==> config.mk <==
export PLATFORM = sky130hd
export DESIGN_NAME = onehot_sel_decoder
export DESIGN_NICKNAME = d
export VERILOG_FILES = /design/src/rtl/onehot_sel_decoder.sv
export SDC_FILE = /design/constraint.sdc
export NUM_CORES = 1
export LEC_CHECK = 0
export BUFFER_PORTS_ARGS = -buffer_cell sky130_fd_sc_hd__buf_2
export CORE_AREA = 2 2 39 41
export CTS_BUF_LIST = sky130_fd_sc_hd__clkbuf_2 sky130_fd_sc_hd__clkbuf_4 sky130_fd_sc_hd__clkbuf_8
export DETAILED_ROUTE_END_ITERATION = 7
export DIE_AREA = 0 0 41 43
export GPL_ROUTABILITY_DRIVEN = 0
export RECOVER_POWER = 100
export SETUP_SLACK_MARGIN = 0.05
export SLEW_MARGIN = 20
export SYNTH_ARGS = -nofsm -noshare
export SYNTH_HDL_FRONTEND = slang
export SYNTH_SLANG_ARGS = --single-unit
==> constraint.sdc <==
create_clock -name clk -period 1.65 [get_ports clk]
set_clock_uncertainty 0.05 [all_clocks]
set_input_delay 0.165 -clock clk [delete_from_list [all_inputs] [get_ports clk]]
set_output_delay 0.165 -clock clk [all_outputs]
set_load 0.02 [all_outputs]
==> src/rtl/onehot_sel_decoder.sv <==
// Registered binary-to-one-hot select decoder with a valid/ready input handshake.
// Defining ONEHOT_SEL_DECODER_SCAN_EN adds a scan mode that sweeps every select in turn.
module onehot_sel_decoder #(
  parameter int SEL_W    = 2,
  parameter int SCAN_DIV = 4
) (
  input  logic                clk,
  input  logic                reset,
  input  logic                en,
  input  logic                mode,
  input  logic                sel_valid,
  input  logic [SEL_W-1:0]    sel,
  output logic                sel_ready,
  output logic [2**SEL_W-1:0] onehot,
  output logic                onehot_valid,
  output logic [SEL_W-1:0]    index,
  output logic                wrap
);

  localparam int ONE_W = 2**SEL_W;

  logic [ONE_W-1:0] onehot_q, onehot_d;
  logic             valid_q, valid_d;
  logic [SEL_W-1:0] index_q, index_d;
  logic             accept;
  logic [ONE_W-1:0] dec_onehot;

  assign dec_onehot   = ONE_W'(1) << sel;
  assign accept       = sel_valid & sel_ready;
  assign onehot       = onehot_q;
  assign onehot_valid = valid_q;
  assign index        = index_q;

`ifdef ONEHOT_SEL_DECODER_SCAN_EN

  localparam int DIV_W = (SCAN_DIV > 1) ? $clog2(SCAN_DIV) : 1;
  localparam logic [DIV_W-1:0] DIV_LAST = DIV_W'(SCAN_DIV - 1);

  typedef enum logic [1:0] {IDLE, DIRECT, SCAN} state_t;

  state_t           state_q, state_d;
  logic [DIV_W-1:0] div_q, div_d;
  logic             wrap_q, wrap_d;

  assign sel_ready = en & ~mode;
  assign wrap      = wrap_q;

  always_comb begin
    state_d  = state_q;
    onehot_d = onehot_q;
    valid_d  = valid_q;
    index_d  = index_q;
    div_d    = div_q;
    wrap_d   = 1'b0;
    if (en) begin
      case (state_q)
        IDLE, DIRECT: begin
          if (mode) begin
            state_d  = SCAN;
            onehot_d = ONE_W'(1);
            index_d  = '0;
            valid_d  = 1'b1;
            div_d    = '0;
          end else if (accept) begin
            state_d  = DIRECT;
            onehot_d = dec_onehot;
            index_d  = sel;
            valid_d  = 1'b1;
          end
        end
        SCAN: begin
          if (mode) begin
            if (div_q == DIV_LAST) begin
              div_d    = '0;
              index_d  = index_q + 1'b1;
              onehot_d = {onehot_q[ONE_W-2:0], onehot_q[ONE_W-1]};
              wrap_d   = (index_q == {SEL_W{1'b1}});
            end else begin
              div_d = div_q + 1'b1;
            end
          end else begin
            // Leaving scan: a same-cycle request wins over dropping to IDLE.
            div_d = '0;
            if (accept) begin
              state_d  = DIRECT;
              onehot_d = dec_onehot;
              index_d  = sel;
              valid_d  = 1'b1;
            end else begin
              state_d  = IDLE;
              onehot_d = '0;
              valid_d  = 1'b0;
            end
          end
        end
        default: state_d = IDLE;
      endcase
    end
  end

  always_ff @(posedge clk) begin
    if (reset) begin
      state_q <= IDLE;
      div_q   <= '0;
      wrap_q  <= 1'b0;
    end else begin
      state_q <= state_d;
      div_q   <= div_d;
      wrap_q  <= wrap_d;
    end
  end

`else

  typedef enum logic {IDLE, DIRECT} state_t;

  state_t state_q, state_d;
  logic   unused_mode;

  assign unused_mode = mode;
  assign sel_ready   = en;
  assign wrap        = 1'b0;

  always_comb begin
    state_d  = state_q;
    onehot_d = onehot_q;
    valid_d  = valid_q;
    index_d  = index_q;
    if (accept) begin
      state_d  = DIRECT;
      onehot_d = dec_onehot;
      index_d  = sel;
      valid_d  = 1'b1;
    end
  end

  always_ff @(posedge clk) begin
    if (reset) begin
      state_q <= IDLE;
    end else begin
      state_q <= state_d;
    end
  end

`endif

  always_ff @(posedge clk) begin
    if (reset) begin
      onehot_q <= '0;
      valid_q  <= 1'b0;
      index_q  <= '0;
    end else begin
      onehot_q <= onehot_d;
      valid_q  <= valid_d;
      index_q  <= index_d;
    end
  end

endmodule
======== After elaboration in Yosys (flattened, before gate mapping) ========
Index checks and enable logic that the tools add are counted.
W data, S select, Z words.
word-level totals
  input bits .............................. 7
  flip-flop bits (word level) ............. 7
  logic and storage cells ................. 5
operators by class
  bitwise logic cells ..................... 1
  shifts and indexed selects .............. 1
operators with widths
  kind                   number
  $shl A1 B2 Y4 const A  1
  $and A1 B1 Y1          1

======== Depth between registers and ports, before layout ========
  depth in word-level cells ............... 1
  mapped depth ............................ 3

======== Least setup slack after synthesis ========
No wires, ideal clock.
  path kind ............................... register -> register
  start point ............................. register, netlist name index[0]
  end point ............................... register index_q[0] (netlist: index[0])
  arrival ................................. 0.761 ns
  buffers on the path ..................... 0
  cell stages (with the launch flop) ...... 3
  period minus slack after synthesis ...... 0.881 ns
  setup slack ............................. 0.769 ns
  library setup time ...................... 0.070 ns
  cell sequence ........................... dfxtp_1 a21bo_2 a21oi_1
RTL lines
  what                  RTL line  text
  end signal, assigned  155       index_q <= index_d;
  end, declared         24        logic [SEL_W-1:0] index_q, index_d;

======== Worst setup path after layout ========
  start point ............................. input port en
  end point ............................... output port sel_ready
RTL lines
  what             RTL line  text
  start, declared  9         input logic en,
  end, declared    13        output logic sel_ready,
No word-level cell between the ends.

==> impl_metrics.csv <==
group,metric,value,unit
critical_path,slowest_stage,"clkbuf_1",
layout,layout-drive-gt1-share,24.4,%
logic_synthesis,synthesis.nets,39,
critical_path,crit_family,"buffers and inverters",
timing,setup_ws,591,ps
logic_synthesis,syn-instance-count,32,
logic_synthesis,ys_warn_count,0,
logic_synthesis,synth_cell_types,12,
drt,num_vias,279,
drt,wl_per_cell,10.0,um
pwr,power_density,1010,nW/um2
drt,vias_per_cell,4.57,
place,io_buffer_count,13,
clock_tree,cts_tree,"built",
clock_tree,cts_sinks,7,
die,rows,14,
layout,num-fill-cells,161,
pwr,ir_drop,628,uV
global_route,use_met1,13.4,%
critical_path,startpoint_type,"input pin",
drt,drc,0,
layout,finalNonFillerCells,61,
logic_synthesis,ys_seq_area_share,43.1,%
die,core,1380,um2
hold_path,worstHoldPathType,"input pin to register",
logic_synthesis,synth_edf_count,0,
global_route,first_global_vias,263,
clock_tree,clockBufferDepth,2,
timing,setup_viol,0,
critical_path,cp_data_arrival_time,840,ps
clock_tree,ctsHoldBuffers,0,
die,ios,16,
die,die_h,43,um
clock_tree,htreeDepth,1,
clock_tree,cts_resized,0,
pwr,leakage,0.148,nW
layout,ff_latch_area,140,um2
place,placed_cells,57,
flow_run,max_cap_viol_count,0,
timing,finalCritPeriodShare,64.2,%
layout,antenna_cells,0,
clock_tree,cts_inserted_buffers,3,
drt,drt_iter0_markers,10,
timing,tightest_slew,542,ps
die,start_util,23.5,%
clock_tree,clock_latency,240,ps
global_route,grt_max_degree,15,
logic_synthesis,async_flop_share,0,%
place,post-dp-hpwl,430,um
logic_synthesis,ys_ff_latch,7,
critical_path,cp.required,1430,ps
clock_tree,postCtsSetupBuffers,0,
die,dieArea,1760,um2
logic_synthesis,synth_common_cells,"7 x a21oi_1, 7 x dfxtp_1, 4 x a21bo_1",
place,dp_slack,836,ps
critical_path,cp_max_fo,14,
layout,area_growth,20.8,%
logic_synthesis,synth_area_per_cell,10.2,um2
logic_synthesis,synth_top_area_cell,"dfxtp_1",
critical_path,crit_type,"input pin to output port",
global_route,gr-total-overflow,0,
critical_path,crit_chain,"clkbuf_1, buf_2",
clock_tree,root_buffer,"clkbuf_4",
timing,drv_slew,0,
critical_path,max_stage_delay,410,ps
layout,final_nets,53,
layout,multi_input_area,148,um2
timing,rsz0062_at_grt,"false",
critical_path,endpoint_kind,"output port",
die,fp.dieW,41,um
drt,drtPass1Iterations,4,
timing,tns,0,ps
drt,drt-total-wl,611,um
global_route,grt_pass1_wl,1.12,mm
timing,fin_crit,1060,ps
timing,hold_violations,0,
timing,whs,117,ps
logic_synthesis,synth_area,325,um2
outcome,run_status,"finished clean",
global_route,grt_util_met2,11.3,%
timing,max_freq,945,MHz
global_route,grt_usage,9.38,%
global_route,busiest_layer,"met1",
logic_synthesis,ys_top_cells_by_area,"dfxtp_1 43%, a21bo_1 12%, a21oi_1 11%",
critical_path,worst-path-buf-inv,2,
drt,ant_nets,0,
logic_synthesis,synth_top_area_share,43.1,%
timing,slew_headroom,63.9,%
global_route,antenna_found_initial,0,
logic_synthesis,synth_ff_type,"dfxtp_1",
clock_tree,path_clk_slew,50,ps
global_route,grt_util_met3,6.81,%
[final timing paths]
| check | start | to | slack [ps] | depth (start not counted) |
|---|---|---|---|---|
| min reg2reg | onehot_valid | onehot_valid | 410 | 2 |
| min | reset | index[1] | 120 | 2 |
| max | en | sel_ready | 590 | 2 |
| max reg2reg | onehot[3] | onehot[3] | 890 | 2 |
[routing by layer]
metal	vias up	part of all wire, %
li1	141	-
met1	124	48
met2	14	38
met3	0	14
met4	0	0
met5	-	0
[power by group]
part / switching (W) / internal, W
combinational: 0.0000329 / 0.0000169
clock: 0.0000607 / 0.000109
sequential: 0.00000270 / 0.000176
total: 0.0000963 / 0.000302
[sequential cells by signal, indices dropped and copies added (netlist names)]
name and cells:
index 2, onehot 4, onehot_valid 1
[area by class of cell]
type	instances	area share [%]
multi-input cells	21	37.6
clock buffers	4	7.64
well taps	16	5.10
flip-flops and latches	7	35.7
repair buffers	13	14.0
[layout by cell type, fill, tap and decap left out]
master,instances
clkbuf_1,8
a21oi_1,7
dfxtp_1,7
buf_2,5
a21bo_1,4
clkbuf_4,4
nand3_1,2
a21bo_2,2
nand4b_1,2
nand4bb_1,1
nand4_1,1
nor2_1,1
conb_1,1
[cell families (layout without fill, tap and decap cells)]
kind of cell    Yosys count  after routing  share of synthesized area [%]
buf+inv                   4             17                           11.5
other cells               1              1                           1.15
simple gates              7              7                           15.0
compound gates           13             13                           29.2
flops                     7              7                           43.1
[through the flow]
stage	total power [W]	cell area (um2)	util (%)
2_1_floorplan	0.000220	325	-
3_3_place_gp	0.000234	373	26.9
3_5_place_dp	0.000234	373	26.9
4_1_cts	0.000409	403	29.1
5_1_grt	0.000421	393	28.4
6_report	0.000398	393	28.4
No activity file was read; power rests on OpenSTA's default activity.
